$ cat config.mk
export PLATFORM = sky130hd
export DESIGN_NAME = axi_dma_rd
export DESIGN_NICKNAME = d
export VERILOG_FILES = /design/src/rtl/axi_dma_pkg.sv /design/src/rtl/axi_dma_rd_ar_gen.sv /design/src/rtl/axi_dma_rd.sv
export SDC_FILE = /design/constraint.sdc
export NUM_CORES = 1
export LEC_CHECK = 0
export ABC_AREA = 1
export CORE_AREA = 2 2 177 179
export CTS_BUF_LIST = sky130_fd_sc_hd__clkbuf_8 sky130_fd_sc_hd__clkbuf_16
export DETAILED_ROUTE_END_ITERATION = 16
export DIE_AREA = 0 0 179 181
export PLACE_DENSITY_LB_ADDON = 0.3
export SYNTH_ARGS = -nofsm -noshare
export SYNTH_HDL_FRONTEND = slang
export SYNTH_SLANG_ARGS = --single-unit
$ cat constraint.sdc
create_clock -name axi_aclk -period 9.1 [get_ports axi_aclk]
set_input_delay 2.275 -clock axi_aclk [delete_from_list [all_inputs] [get_ports axi_aclk]]
set_output_delay 2.275 -clock axi_aclk [all_outputs]
set_load 0.1 [all_outputs]
$ cat src/rtl/axi_dma_pkg.sv
// Shared AXI constants and FSM encoding for the DMA read and write paths.
// Packs the fixed AR/AW field values and the common controller state set.
package axi_dma_pkg;

    localparam logic [1:0] BURST_INCR = 2'b01;
    localparam logic [2:0] SIZE_16B   = 3'b100;
    localparam logic [3:0] CACHE_BUF  = 4'b0011;
    localparam logic [1:0] RESP_OKAY  = 2'b00;
    localparam logic [7:0] LEN_256    = 8'd255;

    localparam logic [2:0] ST_IDLE  = 3'd0;
    localparam logic [2:0] ST_RUN   = 3'd1;
    localparam logic [2:0] ST_DRAIN = 3'd2;
    localparam logic [2:0] ST_FLUSH = 3'd3;
    localparam logic [2:0] ST_DONE  = 3'd4;

    function automatic logic state_busy(input logic [2:0] st);
        return (st == ST_RUN) || (st == ST_DRAIN) || (st == ST_FLUSH);
    endfunction

    function automatic logic state_stream(input logic [2:0] st);
        return (st == ST_RUN) || (st == ST_DRAIN);
    endfunction

endpackage

$ cat src/rtl/axi_dma_rd_ar_gen.sv
// AR issue engine: walks the buffer one burst at a time, wraps to the base
// after the last burst of a pass and tracks bursts still awaiting data.
module axi_dma_rd_ar_gen
    import axi_dma_pkg::*;
#(
    parameter int MAX_OUTSTANDING = 4,
    parameter int BURST_BYTES     = 4096,
    parameter int OUT_W           = $clog2(MAX_OUTSTANDING + 1)
) (
    input  logic             clk,
    input  logic             rst,
    input  logic             load,
    input  logic             clear,
    input  logic             run,
    input  logic [31:0]      load_base,
    input  logic [19:0]      load_nburst,
    input  logic             arready,
    input  logic             r_done,
    output logic [31:0]      araddr,
    output logic             arvalid,
    output logic             ar_hs,
    output logic             ar_pass_end,
    output logic [19:0]      nburst,
    output logic [OUT_W-1:0] outstanding,
    output logic [OUT_W-1:0] outstanding_next
);

    localparam logic [OUT_W-1:0] MAX_OUT   = OUT_W'(MAX_OUTSTANDING);
    localparam logic [31:0]      BURST_INC = 32'(BURST_BYTES);

    logic [31:0]      base_q, base_d;
    logic [19:0]      nburst_q, nburst_d;
    logic [31:0]      addr_q, addr_d;
    logic [19:0]      cnt_q, cnt_d;
    logic [OUT_W-1:0] out_q, out_d;

    assign arvalid     = run && (out_q < MAX_OUT);
    assign ar_hs       = arvalid && arready;
    assign ar_pass_end = ar_hs && (cnt_q == nburst_q - 20'd1);

    always_comb begin
        base_d   = base_q;
        nburst_d = nburst_q;
        addr_d   = addr_q;
        cnt_d    = cnt_q;
        if (clear) begin
            addr_d = base_q;
            cnt_d  = '0;
        end else if (load) begin
            base_d   = load_base;
            nburst_d = load_nburst;
            addr_d   = load_base;
            cnt_d    = '0;
        end else if (ar_hs) begin
            // The last burst of a pass rewinds so a continuous run re-reads the buffer
            if (ar_pass_end) begin
                addr_d = base_q;
                cnt_d  = '0;
            end else begin
                addr_d = addr_q + BURST_INC;
                cnt_d  = cnt_q + 20'd1;
            end
        end
    end

    always_comb begin
        out_d = out_q;
        if (ar_hs && !r_done) begin
            out_d = out_q + 1'b1;
        end else if (!ar_hs && r_done && (out_q != '0)) begin
            out_d = out_q - 1'b1;
        end
    end

    always_ff @(posedge clk or posedge rst) begin
        if (rst) begin
            base_q   <= '0;
            nburst_q <= '0;
            addr_q   <= '0;
            cnt_q    <= '0;
            out_q    <= '0;
        end else begin
            base_q   <= base_d;
            nburst_q <= nburst_d;
            addr_q   <= addr_d;
            cnt_q    <= cnt_d;
            out_q    <= out_d;
        end
    end

    assign araddr           = addr_q;
    assign nburst           = nburst_q;
    assign outstanding      = out_q;
    assign outstanding_next = out_d;

endmodule

$ cat src/rtl/axi_dma_rd.sv
// AXI4 read DMA: streams a 4 KiB-aligned buffer out of an AXI master onto an
// AXIS master, once or repeatedly, with abort/flush and sticky status.
module axi_dma_rd
    import axi_dma_pkg::*;
#(
    parameter int MAX_OUTSTANDING = 4,
    parameter int BURST_BYTES     = 4096
) (
    input  logic         axi_aclk,
    input  logic         axi_rst,
    output logic [31:0]  axi_araddr,
    output logic [7:0]   axi_arlen,
    output logic [2:0]   axi_arsize,
    output logic [1:0]   axi_arburst,
    output logic [3:0]   axi_arcache,
    output logic [2:0]   axi_arprot,
    output logic [3:0]   axi_arid,
    output logic [3:0]   axi_aruser,
    output logic         axi_arvalid,
    input  logic         axi_arready,
    input  logic [127:0] axi_rdata,
    input  logic [1:0]   axi_rresp,
    input  logic         axi_rlast,
    input  logic         axi_rvalid,
    output logic         axi_rready,
    output logic [127:0] axis_tdata,
    output logic [15:0]  axis_tkeep,
    output logic         axis_tlast,
    output logic         axis_tvalid,
    input  logic         axis_tready,
    input  logic         read_start,
    input  logic         read_reset,
    input  logic         continuous,
    input  logic [31:0]  start_address,
    input  logic [31:0]  cap_size,
    output logic [31:0]  current_addr,
    output logic [7:0]   run_cycles,
    output logic         rd_err,
    output logic         cap_done,
    output logic         busy
);

    localparam int OUT_W = $clog2(MAX_OUTSTANDING + 1);

    logic [2:0]       state_q, state_d;
    logic [19:0]      r_burst_q, r_burst_d;
    logic [7:0]       run_cycles_q, run_cycles_d;
    logic             cap_done_q, cap_done_d;
    logic             rd_err_q, rd_err_d;
    logic [31:0]      current_addr_q, current_addr_d;

    logic [31:0]      start_base;
    logic [19:0]      start_nburst;
    logic             start_ok;
    logic             start_bad;
    logic             stream;
    logic             r_hs;
    logic             r_done;
    logic             pass_end_beat;
    logic             ar_hs;
    logic             ar_pass_end;
    logic [19:0]      nburst;
    logic [OUT_W-1:0] outstanding;
    logic [OUT_W-1:0] outstanding_next;
    logic             unused_bits;

    assign unused_bits  = ^{start_address[11:0], cap_size[11:0]};
    assign start_base   = {start_address[31:12], 12'h000};
    assign start_nburst = cap_size[31:12];
    assign start_ok     = (state_q == ST_IDLE) && read_start && !read_reset && (start_nburst != '0);
    assign start_bad    = (state_q == ST_IDLE) && read_start && !read_reset && (start_nburst == '0);

    axi_dma_rd_ar_gen #(
        .MAX_OUTSTANDING (MAX_OUTSTANDING),
        .BURST_BYTES     (BURST_BYTES),
        .OUT_W           (OUT_W)
    ) u_ar_gen (
        .clk              (axi_aclk),
        .rst              (axi_rst),
        .load             (start_ok),
        .clear            (read_reset),
        .run              (state_q == ST_RUN),
        .load_base        (start_base),
        .load_nburst      (start_nburst),
        .arready          (axi_arready),
        .r_done           (r_done),
        .araddr           (axi_araddr),
        .arvalid          (axi_arvalid),
        .ar_hs            (ar_hs),
        .ar_pass_end      (ar_pass_end),
        .nburst           (nburst),
        .outstanding      (outstanding),
        .outstanding_next (outstanding_next)
    );

    assign axi_arlen   = LEN_256;
    assign axi_arsize  = SIZE_16B;
    assign axi_arburst = BURST_INCR;
    assign axi_arcache = CACHE_BUF;
    assign axi_arprot  = 3'b000;
    assign axi_arid    = 4'h0;
    assign axi_aruser  = 4'h0;

    // Zero-latency pass-through; FLUSH sinks beats without presenting them
    assign stream        = state_stream(state_q);
    assign axis_tdata    = axi_rdata;
    assign axis_tkeep    = stream ? 16'hFFFF : 16'h0000;
    assign axis_tvalid   = stream && axi_rvalid;
    assign axi_rready    = (state_q == ST_FLUSH) || (stream && axis_tready);
    assign axis_tlast    = stream && axi_rlast && (r_burst_q == nburst - 20'd1);
    assign r_hs          = axi_rvalid && axi_rready;
    assign r_done        = r_hs && axi_rlast;
    assign pass_end_beat = axis_tvalid && axis_tready && axis_tlast;

    always_comb begin
        state_d = state_q;
        case (state_q)
            ST_IDLE:  if (start_ok) state_d = ST_RUN;
            ST_RUN:   if (ar_pass_end && !continuous) state_d = ST_DRAIN;
            ST_DRAIN: if (outstanding == '0) state_d = ST_DONE;
            ST_FLUSH: if (outstanding == '0) state_d = ST_IDLE;
            ST_DONE:  state_d = ST_DONE;
            default:  state_d = ST_IDLE;
        endcase
        // Decide on the post-edge count so an AR accepted this cycle is still flushed
        if (read_reset) begin
            state_d = (outstanding_next == '0) ? ST_IDLE : ST_FLUSH;
        end
    end

    always_comb begin
        r_burst_d      = r_burst_q;
        run_cycles_d   = run_cycles_q;
        cap_done_d     = cap_done_q;
        rd_err_d       = rd_err_q;
        current_addr_d = current_addr_q;
        if (read_reset) begin
            r_burst_d      = '0;
            run_cycles_d   = '0;
            cap_done_d     = 1'b0;
            rd_err_d       = 1'b0;
            current_addr_d = '0;
        end else begin
            if (start_ok) begin
                r_burst_d = '0;
            end else if (stream && r_done) begin
                r_burst_d = (r_burst_q == nburst - 20'd1) ? 20'd0 : r_burst_q + 20'd1;
            end
            if (pass_end_beat) begin
                run_cycles_d = run_cycles_q + 8'd1;
            end
            // In DRAIN the beat retiring the last outstanding burst closes the final pass
            if (pass_end_beat && (state_q == ST_DRAIN) && (outstanding == OUT_W'(1))) begin
                cap_done_d = 1'b1;
            end
            if (start_bad || (stream && r_hs && (axi_rresp != RESP_OKAY))) begin
                rd_err_d = 1'b1;
            end
            if (ar_hs) begin
                current_addr_d = axi_araddr;
            end
        end
    end

    always_ff @(posedge axi_aclk or posedge axi_rst) begin
        if (axi_rst) begin
            state_q        <= ST_IDLE;
            r_burst_q      <= '0;
            run_cycles_q   <= '0;
            cap_done_q     <= 1'b0;
            rd_err_q       <= 1'b0;
            current_addr_q <= '0;
        end else begin
            state_q        <= state_d;
            r_burst_q      <= r_burst_d;
            run_cycles_q   <= run_cycles_d;
            cap_done_q     <= cap_done_d;
            rd_err_q       <= rd_err_d;
            current_addr_q <= current_addr_d;
        end
    end

    assign current_addr = current_addr_q;
    assign run_cycles   = run_cycles_q;
    assign rd_err       = rd_err_q;
    assign cap_done     = cap_done_q;
    assign busy         = state_busy(state_q);

endmodule

Yosys cells after proc, flatten, opt, wreduce, memory -nomap -nowiden
Cells that the tools add are included.
W data, S select, Z words.
- $add $sub $neg: 7
- order comparisons: 1
- eq/ne operators: 11
- mux-type cells: 30
- bitwise operators: 1
- reductions and logical operators: 47
- operator list (cell ; number):
    $mux W32 ; 6
    $mux W20 ; 8
    $add A20 B1 Y20 const B ; 2
    $eq A20 B20 Y1 ; 2
    $add A32 B13 Y32 const B ; 1
    $logic_and A1 B1 Y1 ; 24
    $mux W3 ; 7
    $logic_not A20 Y1 ; 1
    $reduce_bool A20 Y1 ; 1
    $sub A20 B1 Y20 const B ; 1
    $mux W16 ; 1
    $mux W8 ; 2
    $pmux W3 S5 ; 1
    $reduce_bool A2 Y1 ; 5
    $logic_not A3 Y1 ; 3
    $reduce_bool A3 Y1 ; 3
    $add A8 B1 Y8 const B ; 1
    $eq A3 B1 Y1 const B ; 2
    $eq A3 B2 Y1 const B ; 2
    $ne A3 B2 Y1 const B ; 2
    $ne A3 B3 Y1 const B ; 2
    $logic_not A1 Y1 ; 4
    $logic_or A1 B1 Y1 ; 4
    $mux W1 ; 4
    other kinds (8) ; 8
- register bits after elaboration: 160
- bits of input ports: 203
- output and inout port bits: 251
- logic and storage cells: 108

Depth between registers and ports, before layout
Gate-level depths: netlist (run 1).
- depth in word-level cells: 13
- gate-level depth with buffers: 21
- mapped depth without buffers: 19

Cells and area by module
From an unflattened synthesis (run 1), not the netlist that was laid out.
- cells, all modules: 1685
- area total of the unflattened synthesis: 12110.4 sq um
- modules (own cells, without submodules) (module ; instances ; cells an instance ; area an instance (sq um) ; sequential area each (sq um)):
    axi_dma_rd_ar_gen ; 1 ; 840 ; 6228.5 ; 2677.6
    axi_dma_rd ; 1 ; 845 ; 5881.9 ; 1626.6

Worst setup path after synthesis (run 1)
Ideal clock, no wire load.
- kind: input to output
- start point: in axi_rlast
- end point: out axis_tlast
- data arrival time: 4.462 ns
- data required time: 6.825 ns
- path slack: 2.363 ns
- stages: 2
- path buffers: 0
- cell sequence: nand2_1 > nor3_1
- cells in the longest elaborated chain, start to end: 2
- RTL lines (what ; RTL line ; text):
    from (decl) ; axi_dma_rd.sv:23 ; input logic axi_rlast,
    $logic_and A1 B1 Y1 (2 in series) ; axi_dma_rd.sv:110 ; assign axis_tlast = stream && axi_rlast && (r_burst_q == nburst - 20'd1);
    to (decl) ; axi_dma_rd.sv:28 ; output logic axis_tlast,
No other way between the ends.

Worst setup path in the final report (run 1)
Ends and elaborated chain as after synthesis.

==> results of run 1 <==
worst max-delay path, cell delays in order:
cell,delay [ps]
clkdlybuf4s50_1,520
nand2_1,120
nor3_1,240
clkdlybuf4s50_1,1260
synth_stat cells, drive strengths merged:
master / instances / area [um2]
a21oi: 48 / 270
nand2: 439 / 1800
or2: 1 / 6.26
and3: 1 / 6.26
or3: 1 / 6.26
o22ai: 19 / 119
nor4: 7 / 43.8
nor3b: 2 / 15.0
nor2: 143 / 673
o211ai: 1 / 7.51
inv: 161 / 604
clkinv: 4 / 15.0
buf: 208 / 1560
clkbuf: 27 / 101
nor3: 12 / 60.1
o21ai: 51 / 270
conb: 2 / 7.51
dlygate4sd1: 1 / 8.76
nand4: 30 / 188
xor2: 54 / 480
dfrtp: 137 / 3430
nand3b: 2 / 15.0
o221ai: 1 / 8.76
ha: 9 / 113
nand3: 187 / 956
xnor2: 4 / 35.0
registers in the layout, indices dropped and copies added, names as in the netlist:
signal and cells:
u_ar_gen.outstanding 3, u_ar_gen.nburst 20, current_addr 21, cap_done 1
run_cycles 8, r_burst_q 20, state_q 3, u_ar_gen.araddr 20
rd_err 1, u_ar_gen.base_q 20, u_ar_gen.cnt_q 20
routing by layer:
| metal | wire [um] | up-vias | GRT usage | part of all wire |
|---|---|---|---|---|
| li1 | - | 4636 | - | - |
| met4 | 1220 | 0 | 0.0920 | 0.038 |
| met5 | 0 | - | 0 | 0 |
| met3 | 2330 | 81 | 0.0503 | 0.073 |
| met2 | 14500 | 336 | 0.308 | 0.45 |
| met1 | 13800 | 4411 | 0.258 | 0.43 |
worst paths after layout:
kind / startpoint / to / slack, ps / cells after the start
min reg2reg: u_ar_gen.base_q[31]$_DFFE_PP0P_ / u_ar_gen.base_q[31]$_DFFE_PP0P_ / 500 / 2
max reg2reg: u_ar_gen.nburst[0]$_DFFE_PP0P_ / u_ar_gen.cnt_q[3]$_DFFE_PP0P_ / 5700 / 17
min: u_ar_gen.base_q[31]$_DFFE_PP0P_ / u_ar_gen.base_q[31]$_DFFE_PP0P_ / 500 / 2
max: axi_rlast / axis_tlast / 2390 / 4
min in group asynchronous: axi_rst / u_ar_gen.cnt_q[8]$_DFFE_PP0P_ / 2330 / 2
max in group asynchronous: axi_rst / u_ar_gen.base_q[13]$_DFFE_PP0P_ / 5370 / 3
metrics by stage:
step / util / power [mW] / instance area [um2] / instances / worst slack [ps]
floorplan: - / 3.25 / 10900 / 1590 / 2360
global placement: 0.368 / 3.47 / 11200 / 1891 / 2340
detailed placement: 0.368 / 3.49 / 11200 / 1891 / 2370
CTS: 0.389 / 4.27 / 11800 / 1922 / 2350
global route: 0.389 / 4.52 / 11800 / 1923 / 2290
finish: 0.389 / 4.25 / 11800 / 1923 / 2390
cells in the final DEF, fill, tap and decap left out, types with 2 or more instances in the layout:
| cell type | n |
|---|---|
| nand2_1 | 410 |
| nand3_1 | 183 |
| inv_1 | 158 |
| dfrtp_1 | 137 |
| clkdlybuf4s50_1 | 133 |
| nor2_1 | 122 |
| xor2_1 | 53 |
| o21ai_0 | 44 |
| a21oi_1 | 40 |
| conb_1 | 40 |
| nand4_1 | 30 |
| o22ai_1 | 19 |
| clkbuf_16 | 17 |
| nand2_4 | 15 |
| nand2_2 | 14 |
| nor3_1 | 12 |
| nor2_2 | 9 |
| nor2_4 | 9 |
| ha_1 | 9 |
| a21oi_2 | 8 |
| buf_4 | 8 |
| nor4_1 | 7 |
| o21ai_1 | 5 |
| inv_6 | 5 |
| clkinv_1 | 4 |
| xnor2_1 | 4 |
| nand3_2 | 4 |
| bufinv_16 | 4 |
| nor2_8 | 3 |
| inv_2 | 3 |
| nor3b_1 | 2 |
| nand3b_1 | 2 |
| clkinv_4 | 2 |
logic make-up (layout without fill, tap and decap cells):
| kind of cell | Yosys count | count (layout) | synth area share |
|---|---|---|---|
| AO/OA/AOI/OAI | 120 | 120 | 0.0626 |
| XOR/XNOR | 58 | 58 | 0.0478 |
| adder cells (fa/ha/maj) | 9 | 9 | 0.0104 |
| buffers and inverters | 401 | 337 | 0.212 |
| flip-flops | 137 | 137 | 0.318 |
| other | 2 | 41 | 0.000696 |
| AND/OR/NAND/NOR | 825 | 825 | 0.349 |
area by class of cell:
type,count,share of cell area
clock inverters,13,0.0163
inverters,165,0.0529
well taps,396,0.0420
repair buffers,141,0.118
clock buffers,18,0.0372
multi-input cells,1052,0.443
flip-flops and latches,137,0.291
diodes,1,0.000212
power groups by stage:
stage	registers, mW	clock network, mW	logic (mW)
finish	0.982	0.768	2.50
global route	1.01	0.808	2.70
CTS	0.978	0.780	2.51
detailed placement	0.987	0	2.50
global placement	0.986	0	2.48
floorplan	1.36	0	1.89
==> impl_metrics.csv, run 1 <==
group,metric,value,unit
clock_tree,clkSlewWorstSetupHoldPaths,60,ps
synthesis,ys_types,42,
synthesis,syn_area_per_cell,6.95,um2
floorplanning,die_w,179,um
routing,wl_per_cell,16.5,um
floorplanning,fp.coreArea,30300,um2
finish,final_layout_size_suffix_gt1_frac,0.0701,
synthesis,ys_seq_area_frac,0.318,
clock_tree,cts-resized-gates,0,
power_and_ir_drop,combPwrFrac,0.588,
floorplanning,start_util,0.355,
clock_tree,cts_buffers,17,
global_route,grt_pass1_vias,9141,
clock_tree,h-tree-depth,4,
timing,clock.fmax,149,MHz
routing,num_vias,9464,
timing,slew_violations,0,
clock_tree,cts_tree,"built",
power_and_ir_drop,p_sw_frac,0.569,
power_and_ir_drop,power.density,361,nW/um2
timing,finalClockSkew,16.0,ps
global_route,antenna_found_initial,1,
setup_path,cp_max_fo,3,
global_route,grt_use_total,0.199,
timing,whs,502,ps
power_and_ir_drop,p_clk_frac,0.181,
timing,tns,0,ps
setup_path,startpoint_type,"input port",
job,maxCapViolCount,0,
synthesis,ys_warn_count,0,
global_route,gr-total-overflow,0,
finish,register_area,3430,um2
clock_tree,cts.sinks,137,
timing,finalSetupViolations,0,
setup_path,crit_type,"in -> out",
finish,areaGrowthSynthToFinish,9.32,%
finish,multi_input_area,5220,um2
power_and_ir_drop,pwr-share-seq,0.231,
timing,max_slew_margin,0.235,
clock_tree,clock_latency,440,ps
setup_path,critPathCaptureType,"output port",
clock_tree,clock_path_buffers,2,
timing,worst_pin_slew,1140,ps
timing,rsz0062_at_grt,"false",
run_status,outcome,"finished, final reports clean",
floorplanning,pin_count,454,
placement,hpwl,23.8,mm
routing,ant_nets,0,
floorplanning,die_h,181,um
floorplanning,rows,64,
timing,finalCritPeriodShare,0.738,
clock_tree,root_buffer,"clkbuf_16",
routing,via_per_inst,4.92,
placement,place.gp.congestion,0.903,
placement,portBuffers,133,
routing,totalWireLength,31.8,mm
worst_hold_path,hold_path.class,"reg -> reg",
setup_path,cp.arrival,4440,ps
power_and_ir_drop,internal_power,1.83,mW
routing,drc_errors,0,
routing,first_iter_violations,582,
synthesis,synth.ff_latch_count,137,
floorplanning,die-area,32400,um2
clock_tree,post_cts_buffers,0,
power_and_ir_drop,ir_drop,0.200,mV
timing,layout_min_cycle_time,6710,ps
synthesis,netlist_area,10800,um2
finish,n_fill_cell,3180,
global_route,grt_max_degree,71,
timing,hold_viol_final,0,
clock_tree,holdBufCountCts,0,
global_route,grt_pass1_wl,50.1,mm
routing,dr.pass1.iters,5,
synthesis,synthCells,1552,
finish,nets,1726,
power_and_ir_drop,p_switching,2.42,mW
setup_path,crit_required,6830,ps
power_and_ir_drop,p_leak,5.89,nW
Power figures use the tool's default switching activity.
==> inputs of run 2 (changes only) <==
--- a/config.mk
+++ b/config.mk
@@ -6,10 +6,10 @@
 export NUM_CORES = 1
 export LEC_CHECK = 0
 export ABC_AREA = 1
-export CORE_AREA = 2 2 177 179
+export CORE_AREA = 2 2 175 177
 export CTS_BUF_LIST = sky130_fd_sc_hd__clkbuf_8 sky130_fd_sc_hd__clkbuf_16
 export DETAILED_ROUTE_END_ITERATION = 16
-export DIE_AREA = 0 0 179 181
+export DIE_AREA = 0 0 177 179
 export PLACE_DENSITY_LB_ADDON = 0.3
 export SYNTH_ARGS = -nofsm -noshare
 export SYNTH_HDL_FRONTEND = slang
==> constraint.sdc (replaced) <==
create_clock -name axi_aclk -period 6.25 [get_ports axi_aclk]
set_input_delay 1.5625 -clock axi_aclk [delete_from_list [all_inputs] [get_ports axi_aclk]]
set_output_delay 1.5625 -clock axi_aclk [all_outputs]
set_load 0.1 [all_outputs]
==> run 2 against run 1 <==
Effect of this change: clock skew shrank 2.1 ps; critical path depth grew 9; worst setup slack lost 870 ps; combinational power grew 46%; routed wire length shrank 1.5%; power grew 46%; sequential cell count is the same; cell count grew 0.21%; worst hold slack lost 2.0 ps; count of clock-buffer cells in the layout is the same; register-to-register slack lost 2800 ps; via count shrank 0.31%; critical endpoint unchanged; largest cell class unchanged; highest routed layer unchanged.
==> impl_metrics.csv, run 2 (synthesis gave the netlist of run 1 again) <==
group,metric,value,unit
setup_path,critPathCaptureType,"output port",
routing,dr.pass1.iters,5,
setup_path,path_depth,13,
global_route,grt_use_total,0.200,
routing,num_vias,9435,
placement,place.gp.congestion,0.938,
clock_tree,clock_latency,440,ps
power_and_ir_drop,fin_total_pwr,6.23,mW
timing,tns,0,ps
power_and_ir_drop,p_sw_frac,0.565,
setup_path,crit_family,"simple AND/OR/NAND/NOR gates",
clock_tree,cts_buffers,17,
timing,worst_slack,1520,ps
setup_path,cp_common_cell,"nand2_1",
setup_path,slowest_delay,410,ps
routing,drc_errors,0,
power_and_ir_drop,power.density,527,nW/um2
clock_tree,cts.sinks,137,
floorplanning,pin_count,454,
clock_tree,post_cts_buffers,0,
global_route,grt_pass1_vias,8854,
setup_path,cp.arrival,3170,ps
power_and_ir_drop,combPwrFrac,0.585,
worst_hold_path,hold_depth,2,
setup_path,r2r_start,"u_ar_gen.nburst[0]$_DFFE_PP0P_",
placement,placed_cell_area,11200,um2
setup_path,crit_required,4690,ps
setup_path,startpoint_type,"register",
routing,totalWireLength,31.3,mm
setup_path,reg2reg_slack,2910,ps
clock_tree,clock_path_buffers,2,
routing,ant_nets,0,
routing,via_per_inst,4.90,
clock_tree,root_buffer,"clkbuf_16",
timing,finalCritPeriodShare,0.757,
timing,clock.fmax,211,MHz
floorplanning,fp.coreArea,30000,um2
finish,final_layout_size_suffix_gt1_frac,0.0739,
global_route,grt_pass1_wl,48.6,mm
floorplanning,die_h,179,um
timing,slew_violations,0,
placement,place_inst,1893,
setup_path,cp_max_fo,8,
job,maxCapViolCount,0,
timing,max_slew_margin,0.241,
timing,layout_min_cycle_time,4730,ps
clock_tree,cts-resized-gates,0,
finish,n_fill_cell,3145,
global_route,antenna_found_initial,2,
timing,hold_viol_final,0,
finish,final_common_cell,"nand2_1",
setup_path,r2r-end,"u_ar_gen.cnt_q[3]$_DFFE_PP0P_",
setup_path,crit_path_end,"axis_tlast",
setup_path,cp-startpoint,"u_ar_gen.nburst[0]$_DFFE_PP0P_",
finish,final_cells,1927,
setup_path,crit_path_top_delay_cell,"dfrtp_1",
timing,finalClockSkew,13.9,ps
floorplanning,rows,64,
timing,finalSetupViolations,0,
power_and_ir_drop,p_clk_frac,0.184,
floorplanning,die_w,177,um
global_route,grt_max_degree,99,
placement,hpwl,23.6,mm
power_and_ir_drop,pwr-share-seq,0.231,
setup_path,r2r_cells,17,
setup_path,crit_type,"reg -> out",
floorplanning,start_util,0.359,
power_and_ir_drop,p_switching,3.52,mW
clock_tree,h-tree-depth,4,
finish,areaGrowthSynthToFinish,9.63,%
clock_tree,cts_tree,"built",
finish,largest_reg_flops,21,
timing,rsz0062_at_grt,"false",
placement,portBuffers,133,
power_and_ir_drop,internal_power,2.71,mW
routing,first_iter_violations,609,
setup_path,path_buf_inv,2,
power_and_ir_drop,ir_drop,0.414,mV
clock_tree,clkSlewWorstSetupHoldPaths,60,ps
power_and_ir_drop,p_leak,5.91,nW
routing,wl_per_cell,16.2,um
run_status,outcome,"finished, final reports clean",
finish,mostFrequentLayoutCells,"410 x nand2_1, 183 x nand3_1, 158 x inv_1, 137 x dfrtp_1, 130 x clkdlybuf4s50_1",
worst_hold_path,hold_path.class,"reg -> reg",
timing,worst_pin_slew,1140,ps
clock_tree,holdBufCountCts,0,
floorplanning,die-area,31700,um2
setup_path,path_cells,"inv_2 > ha_1 > nand2_1 > nor2_1 > nand2_1 > nand2_1 > nand2_1 > nand2_1 > nand3_1 > nor2_2 > nand2_2 > nor3_1 > buf_4",
finish,nets,1728,
global_route,gr-total-overflow,0,
finish,fin_area,11800,um2
placement,dp_worst_setup_slack,1830,ps
==> run 2: final cells by class <==
class	instances	area, um2	area share
multi-input cells	1052	5220	0.441
flip-flops and latches	137	3430	0.290
repair buffers	143	1400	0.118
inverters	165	624	0.0528
well taps	396	495	0.0419
clock buffers	18	439	0.0371
clock inverters	14	215	0.0182
diodes	2	5.00	0.000423
==> run 2: through the flow <==
stage / hold WS [ps] / utilization
6_report: 500 / 0.394
3_3_place_gp: 484 / 0.372
3_5_place_dp: 484 / 0.372
5_1_grt: 522 / 0.394
4_1_cts: 502 / 0.394
2_1_floorplan: 468 / -
==> run 2: worst min-delay path by stage <==
stage                                         start                         endpoint
finish              u_ar_gen.base_q[19]$_DFFE_PP0P_  u_ar_gen.base_q[19]$_DFFE_PP0P_
CTS                 u_ar_gen.base_q[28]$_DFFE_PP0P_  u_ar_gen.base_q[28]$_DFFE_PP0P_
floorplan           u_ar_gen.base_q[16]$_DFFE_PP0P_  u_ar_gen.base_q[16]$_DFFE_PP0P_
global route        u_ar_gen.base_q[14]$_DFFE_PP0P_  u_ar_gen.base_q[14]$_DFFE_PP0P_
detailed placement  u_ar_gen.base_q[28]$_DFFE_PP0P_  u_ar_gen.base_q[28]$_DFFE_PP0P_
global placement    u_ar_gen.base_q[22]$_DFFE_PP0P_  u_ar_gen.base_q[22]$_DFFE_PP0P_
==> run 2: tightest hold or removal path: stages (launching register included) <==
cell and delay (ps):
dfrtp_1 340, nand2_1 70, nand2_1 60
==> run 2: power by group through the flow <==
stage	Clock, mW	Combinational (mW)	Sequential [mW]
after CTS	1.17	3.66	1.43
after floorplan	0	2.75	1.99
after detailed placement	0	3.65	1.44
after global placement	0	3.62	1.45
final	1.15	3.65	1.44
after global routing	1.20	3.95	1.47
==> run 2: layer usage <==
| layer | vias to the layer above | global-route usage | share of wire |
|---|---|---|---|
| li1 | 4623 | - | - |
| met1 | 4371 | 0.257 | 0.42 |
| met2 | 352 | 0.316 | 0.47 |
| met3 | 89 | 0.0477 | 0.076 |
| met4 | 0 | 0.0933 | 0.034 |
| met5 | - | 0 | 0 |
